### src/rtl/slc3_mem_pkg.sv
// Shared definitions for the SLC-3 memory path: SRAM geometry and the
// access sequencer's state encoding.
package slc3_mem_pkg;

  localparam int SRAM_ADDR_W = 20;
  localparam int SRAM_DATA_W = 16;

  typedef enum logic [1:0] {
    IDLE,
    SETUP,
    ACCESS,
    HOLD
  } sram_state_t;

endpackage

### src/rtl/sram_ctrl.sv
// Sequences one asynchronous SRAM access per request: address/data setup,
// WAIT_CYCLES access cycles, hold, then a one-cycle done pulse.
module sram_ctrl
  import slc3_mem_pkg::*;
#(
  parameter int ADDR_W      = SRAM_ADDR_W,
  parameter int DATA_W      = SRAM_DATA_W,
  parameter int WAIT_CYCLES = 2
) (
  input  logic              Clk,
  input  logic              Reset,
  input  logic              req,
  input  logic              wr,
  input  logic [1:0]        be,
  input  logic [ADDR_W-1:0] addr,
  input  logic [DATA_W-1:0] wdata,
  output logic              ready,
  output logic              done,
  output logic [DATA_W-1:0] rdata,
  output logic              CE,
  output logic              UB,
  output logic              LB,
  output logic              OE,
  output logic              WE,
  output logic [ADDR_W-1:0] A,
  output logic [DATA_W-1:0] Data_out,
  output logic              Data_drive,
  input  logic [DATA_W-1:0] Data_in
);

  localparam logic [3:0] CNT_LOAD = 4'(WAIT_CYCLES - 1);

  sram_state_t state, state_nxt;
  logic [3:0]  cnt;
  logic        wr_p0;
  logic [1:0]  be_p0;

  logic        sel_wr;
  logic [1:0]  sel_be;
  logic        active_nxt;
  logic        ce_nxt, ub_nxt, lb_nxt, oe_nxt, we_nxt, drive_nxt, done_nxt;

  assign ready = (state == IDLE);

  always_comb begin
    state_nxt = state;
    unique case (state)
      IDLE:    if (req) state_nxt = SETUP;
      SETUP:   state_nxt = ACCESS;
      ACCESS:  if (cnt == 4'd0) state_nxt = HOLD;
      HOLD:    state_nxt = IDLE;
      default: state_nxt = IDLE;
    endcase
  end

  // Strobes are registered from the next state, so the request fields must
  // come straight from the inputs on the accepting edge.
  always_comb begin
    sel_wr     = (state == IDLE) ? wr : wr_p0;
    sel_be     = (state == IDLE) ? be : be_p0;
    active_nxt = (state_nxt != IDLE);
    ce_nxt     = ~active_nxt;
    ub_nxt     = active_nxt ? ~sel_be[1] : 1'b1;
    lb_nxt     = active_nxt ? ~sel_be[0] : 1'b1;
    we_nxt     = ~(sel_wr && (state_nxt == ACCESS));
    oe_nxt     = ~(!sel_wr && ((state_nxt == SETUP) || (state_nxt == ACCESS)));
    drive_nxt  = sel_wr && active_nxt;
    done_nxt   = (state_nxt == HOLD);
  end

  always_ff @(posedge Clk) begin
    if (Reset) begin
      state      <= IDLE;
      cnt        <= 4'd0;
      wr_p0      <= 1'b0;
      be_p0      <= 2'b00;
      CE         <= 1'b1;
      UB         <= 1'b1;
      LB         <= 1'b1;
      OE         <= 1'b1;
      WE         <= 1'b1;
      A          <= '0;
      Data_out   <= '0;
      Data_drive <= 1'b0;
      rdata      <= '0;
      done       <= 1'b0;
    end else begin
      state      <= state_nxt;
      CE         <= ce_nxt;
      UB         <= ub_nxt;
      LB         <= lb_nxt;
      OE         <= oe_nxt;
      WE         <= we_nxt;
      Data_drive <= drive_nxt;
      done       <= done_nxt;
      if (state == IDLE && req) begin
        wr_p0 <= wr;
        be_p0 <= be;
        A     <= addr;
        cnt   <= CNT_LOAD;
        if (wr) Data_out <= wdata;
      end else if (state == ACCESS && cnt != 4'd0) begin
        cnt <= cnt - 4'd1;
      end
      // Read data is sampled on the edge that ends the last access cycle.
      if (state == ACCESS && cnt == 4'd0 && !wr_p0) rdata <= Data_in;
    end
  end

endmodule

### config.mk
export PLATFORM = sky130hd
export DESIGN_NAME = sram_ctrl
export DESIGN_NICKNAME = d
export VERILOG_FILES = /design/src/rtl/slc3_mem_pkg.sv /design/src/rtl/sram_ctrl.sv
export SDC_FILE = /design/constraint.sdc
export NUM_CORES = 1
export LEC_CHECK = 0
export CORE_MARGIN = 2
export CORE_UTILIZATION = 30
export CTS_CLUSTER_DIAMETER = 30
export DETAILED_ROUTE_END_ITERATION = 10
export GPL_ROUTABILITY_DRIVEN = 1
export SYNTH_ARGS = -nofsm -noshare
export SYNTH_HDL_FRONTEND = slang
export SYNTH_SLANG_ARGS = --single-unit
export TNS_END_PERCENT = 1
### constraint.sdc
create_clock -name Clk -period 3.7 [get_ports Clk]
set_input_delay 0.74 -clock Clk [delete_from_list [all_inputs] [get_ports Clk]]
set_output_delay 0.74 -clock Clk [all_outputs]
set_load 0.03 [all_outputs]
==> results of run 1 <==
[layer usage]
| layer | wire [um] | global-route usage [%] |
|---|---|---|
| met1 | 2970 | 17.3 |
| met2 | 3040 | 23.5 |
| met3 | 688 | 8.27 |
| met4 | 87 | 3.95 |
| met5 | 0 | 0 |
[sequential cells by signal (all words and copies together), names as in the netlist]
register	cells
LB	1
WE	1
wr_p0	1
Data_out	16
done	1
A	20
be_p0	2
rdata	16
OE	1
state	2
Data_drive	1
cnt	4
UB	1
CE	1
[kinds of logic (layout without fill, tap and decap cells)]
kind of cell / Yosys count / after routing / share of synthesized area (%)
AO/OA/AOI/OAI: 44 / 44 / 8.69
multiplexers: 20 / 20 / 7.60
buffers and inverters: 26 / 140 / 4.27
AND/OR/NAND/NOR: 136 / 136 / 24.9
adder cells (fa/ha/maj): 6 / 6 / 2.85
flip-flops: 68 / 68 / 51.7
[how the worst max path moves through the flow]
stage,startpoint,to,slack [ns],cells past startpoint
2_1_floorplan,cnt[0]$_SDFFE_PP0P_,LB$_SDFF_PP1_,1.76,8
3_3_place_gp,req,UB$_SDFF_PP1_,1.18,7
3_5_place_dp,req,LB$_SDFF_PP1_,1.15,7
4_1_cts,state[0]$_SDFF_PP0_,ready,1.06,3
5_1_grt,state[0]$_SDFF_PP0_,ready,0.98,3
6_report,state[0]$_SDFF_PP0_,ready,1.08,3
[stage by stage]
stage / total power [W] / cell area [um^2]
global route: 0.00283 / 4060
finish: 0.00265 / 4060
global placement: 0.00204 / 3850
CTS: 0.00269 / 4060
floorplan: 0.00165 / 2640
detailed placement: 0.00205 / 3850
[power by group]
group          switching [W]  leakage, nW  internal [W]  total (W)
combinational       0.000638        0.828      0.000452    0.00109
sequential         0.0000615        0.555      0.000872   0.000934
clock               0.000278        0.102      0.000346   0.000624
[worst max-delay path, stage by stage (launching register included)]
cell and delay, ns:
dfxtp_1 0.32, inv_1 0.11, ha_1 0.37, clkdlybuf4s50_1 0.75
[area by class of cell]
class	instances	area (um^2)	share of cell area [%]
multi-input cells	206	1160	28.6
repair buffers	118	1170	28.9
inverters	6	22.5	0.555
clock buffers	12	155	3.82
flip-flops and latches	68	1360	33.6
well taps	108	135	3.33
clock inverters	4	47.5	1.17
[cell usage in the layout (no fill, tap or decap), drive strengths merged, types with 3 or more instances in the layout]
master,instances
clkdlybuf4s50,116
nand2,78
dfxtp,68
a21oi,41
nand2b,32
mux2i,20
clkbuf,12
inv,6
ha,6
nor2,6
or2,3
==> out/summary.txt, run 1 <==
RSZ-0062 raised after global routing - no
relative slew slack - 26.1%
post-synth top area cell - dfxtp_1
CTS Buf Count - 9
via-per-instance ratio - 4.48
number of global-route vias before repair - 2,337
mean post-synth cell area - 8.78 um^2
global-route wire length before repair - 11,300 um
Setup-failing EPs final - 0
Max rail drop VDD - 0.000322 V
Worst EP required - 2.96 ns
outcome - complete, no violations
gpl congestion - 0.703
Post-Syn Nets - 364
clock latency on the worst-skew pair - 0.34 ns
Total GRT Usage - 14.8%
DP Wirelength - 4710 um
clk buf depth - 2
Place WS - 1.15 ns
Setup crit start kind - register
largest net degree at the start of global routing - 60
Routed Wire Length - 6790 um
fin nets - 473
CTS tree - yes
Crit. End Element - output port
R2R cell count - 8
Vias - 2,340
post-CTS resize count - 0
R2R Path Start - cnt[0]$_SDFFE_PP0P_
dominant synthesized flop cell - dfxtp_1
io pins - 118
Seq cells post-synth - 68
die area - 9550 um^2
worst-margin pin slew - 1.11 ns
fillcell total - 845
count of final hold-check violations - 0
Initial Utilization - 30.5%
Synth area leaders - dfxtp_1, nand2_1, a21oi_1, mux2i_1, nand2b_1
Finished Layout Cells - 522
critical path type - register to output port
GRT overflow - 0
hold buffers post-CTS - 0
Final Cycle Share - 70.8%
sequential share of the synthesized area - 51.7%
post-route ant nets - 0
Syn. warnings - 0
worst hold margin - 0.453 ns
Arr. time, crit path - 1.88 ns
hold endpoint - Data_out[8]$_SDFFE_PP0P_
DIE HEIGHT - 97.7 um
Post CTS Setup Buffer Count - 0
initial antenna violation count - 0
I/O Buffers - 117
drt wl/cell - 13.0 um
Post-Synthesis Cells - 300
CTS H-tree depth - 3
Hold WC Path Type - register to register
Reg clk slew, reported paths - 0.08 ns
cell row count - 34
WHS Path Cells - 2
Max-cap violations - 0
setup slack after layout - 1.08 ns
fraction of registers with async set/reset - 0%
Worst Hold Launch - Data_out[8]$_SDFFE_PP0P_
Max Freq - 382 MHz
Setup Skew - 0.00815 ns
share of the synthesized area in the top cell type - 51.7%
setup_tns - 0 ns
Core ar. - 8640 um^2
clk root buf - clkbuf_8
share of cells above drive strength 1 - 5.31%
Die Span X - 97.7 um
r2r setup slk - 1.55 ns
Antenna Cells - 0
Placed Instances - 506
Num Clock Sinks - 68
EDFF count, synth - 0
count leader, synth - nand2_1
PwrDens - 653 nW/um^2
worst-path fanout max - 8
Period minus WS final - 2.62 ns
Util after Layout - 47.0%
Yosys cell types - 29
Residual DRC - 0
Synth Cell Area - 2640 um^2
RR Endpoint - LB$_SDFF_PP1_
Leak - 1.49 nW
Slew Limit Fails - 0
Pre-antenna DRT Iters - 4
Initial DRC Count - 86
top cells by count, synth - nand2_1, dfxtp_1, a21oi_1
Area Overhead vs Synth - 53.9%
Note: power is estimated with default switching activity, not from simulation.
==> run 2: changes to the inputs <==
- clock period: 3.7 -> 2.4 ns (I/O delays scaled with it)
==> out/summary.txt, run 2 (same netlist as run 1, synthesis figures left out) <==
Most flops, register - A
clk buf depth - 2 (unchanged)
max FFs per register - 20 (unchanged)
DP Wirelength - 4750 um (+0.93%)
Leak - 1.51 nW (+1.7%)
Period minus WS final - 2.12 ns
Total GRT Usage - 14.2% (-0.59 points)
GRT overflow - 0 (unchanged)
Reg clk slew, reported paths - 0.07 ns (about the same)
hold buffers post-CTS - 0 (unchanged)
Die Span X - 97.7 um (unchanged)
PwrDens - 997 nW/um^2 (+53%)
Worst Hold Launch - A[13]$_SDFFE_PP0P_
met1 wire length - 3010 um (+1.2%)
CTS tree - yes
Final Cycle Share - 88.2%
Register Area - 1360 um^2 (unchanged)
Setup-failing EPs final - 0 (unchanged)
fin nets - 479 (+1.3%)
R2R Path Start - cnt[0]$_SDFFE_PP0P_
critical path type - register to register
Post CTS Setup Buffer Count - 0 (unchanged)
Slew Limit Fails - 0 (unchanged)
Initial DRC Count - 51 (-41%)
global-route wire length before repair - 11,000 um (-2.6%)
Worst EP required - 2.62 ns (-0.34 ns)
most common cell after layout, fill and taps aside - clkdlybuf4s50_1
Max Freq - 473 MHz
RSZ-0062 raised after global routing - no
Initial Utilization - 30.5% (unchanged)
Util after Layout - 47.5% (+0.51 points)
Vias - 2,318 (-0.94%)
Place WS - 0.157 ns (-0.992 ns)
Area Overhead vs Synth - 55.6%
Routed Wire Length - 6630 um (-2.3%)
via-per-instance ratio - 4.39 (-2.1%)
worst hold margin - 0.456 ns (+0.00291 ns)
drt wl/cell - 12.6 um (-3.4%)
DIE HEIGHT - 97.7 um (unchanged)
cell row count - 34 (unchanged)
clock power share - 22.8% (-0.8 points)
gpl congestion - 0.690 (-1.9%)
clock latency on the worst-skew pair - 0.33 ns (about the same)
routed wire length on met2 - 2850 um (-6.2%)
count of final hold-check violations - 0 (unchanged)
post-route ant nets - 0 (unchanged)
Psw - 0.00151 W (+54%)
CTS Buf Count - 9 (unchanged)
post-CTS resize count - 0 (unchanged)
worst-path fanout max - 6 (-2)
Cell Int Power - 0.00258 W (+54%)
Detail Route met3 WL - 697 um (+1.3%)
Pwr Total - 0.00409 W (+54%)
Flop pwr share - 35.3% (about the same)
worst-margin pin slew - 0.624 ns (-0.484 ns)
Max-cap violations - 0 (unchanged)
Logic pwr share - 41.9% (+0.7 points)
Setup crit start kind - register
setup_tns - 0 ns (unchanged)
biggest regs - A: 20 flops, Data_out: 16 flops, rdata: 16 flops
setup slack after layout - 0.284 ns (-0.797 ns)
Pre-antenna DRT Iters - 4 (unchanged)
Core ar. - 8640 um^2 (unchanged)
Max rail drop VDD - 0.000473 V (+47%)
crit path launch - cnt[0]$_SDFFE_PP0P_
share of cells above drive strength 1 - 6.90% (+1.6 points)
largest net degree at the start of global routing - 42 (-30%)
Setup Skew - 0.00914 ns (+0.000987 ns)
switching share of power - 36.9% (-0.065 points)
Residual DRC - 0 (unchanged)
CTS H-tree depth - 3 (unchanged)
outcome - complete, no violations
Antenna Cells - 0 (unchanged)
Max Used Layer - met4
Crit. End Element - register
leading cell types in the layout, fill and taps excluded - clkdlybuf4s50_1, nand2_1, dfxtp_1
I/O Buffers - 117 (unchanged)
fillcell total - 848 (+0.36%)
die area - 9550 um^2 (unchanged)
Hold WC Path Type - register to register
multi-input logic area - 1160 um^2 (unchanged)
Arr. time, crit path - 2.33 ns (+0.45 ns)
clk root buf - clkbuf_8
number of global-route vias before repair - 2,312 (-1.1%)
relative slew slack - 58.3% (+32 points)
io pins - 118 (unchanged)
Num Clock Sinks - 68 (unchanged)
initial antenna violation count - 0 (unchanged)
[run 2: area by class of cell]
cell class / count / share of cell area, %
Clock inverter: 6 / 1.56
Tap cell: 108 / 3.30
Sequential cell: 68 / 33.2
Multi-Input combinational cell: 206 / 28.3
Clock buffer: 10 / 3.36
Inverter: 6 / 0.549
Timing Repair Buffer: 124 / 29.7
[run 2: critical path, stage by stage (launching register included)]
cell and delay [ns]:
dfxtp_1 0.31, inv_1 0.10, ha_1 0.25, nor4b_1 0.26
o32a_1 0.24, inv_1 0.07, ha_1 0.17, or2_2 0.32
or2_2 0.29
[run 2: stage by stage]
| stage | instance area [um^2] | cells |
|---|---|---|
| after floorplan | 2640 | 300 |
| after global placement | 3900 | 512 |
| after detailed placement | 3900 | 512 |
| after CTS | 4100 | 528 |
| after global routing | 4100 | 528 |
| final | 4100 | 528 |
[run 2: worst paths after layout]
check / cells past startpoint / to / slack [ns]
max: 8 / UB$_SDFF_PP1_ / 0.28
min: 2 / A[13]$_SDFFE_PP0P_ / 0.46
max reg2reg: 8 / UB$_SDFF_PP1_ / 0.28
min reg2reg: 2 / A[13]$_SDFFE_PP0P_ / 0.46
[run 2: power by group through the flow]
stage	combinational, W	clock, W	sequential (W)
after floorplan	0.000730	0	0.00181
after global placement	0.00172	0	0.00146
after detailed placement	0.00173	0	0.00147
after CTS	0.00174	0.000976	0.00145
after global routing	0.00187	0.00102	0.00147
final	0.00171	0.000933	0.00144
[run 2: routing by layer]
| layer | vias up | track usage [%] |
|---|---|---|
| met5 | - | 0 |
| met4 | 0 | 5.77 |
| met3 | 8 | 6.19 |
| met2 | 89 | 21.7 |
| met1 | 1014 | 17.6 |
| li1 | 1207 | - |
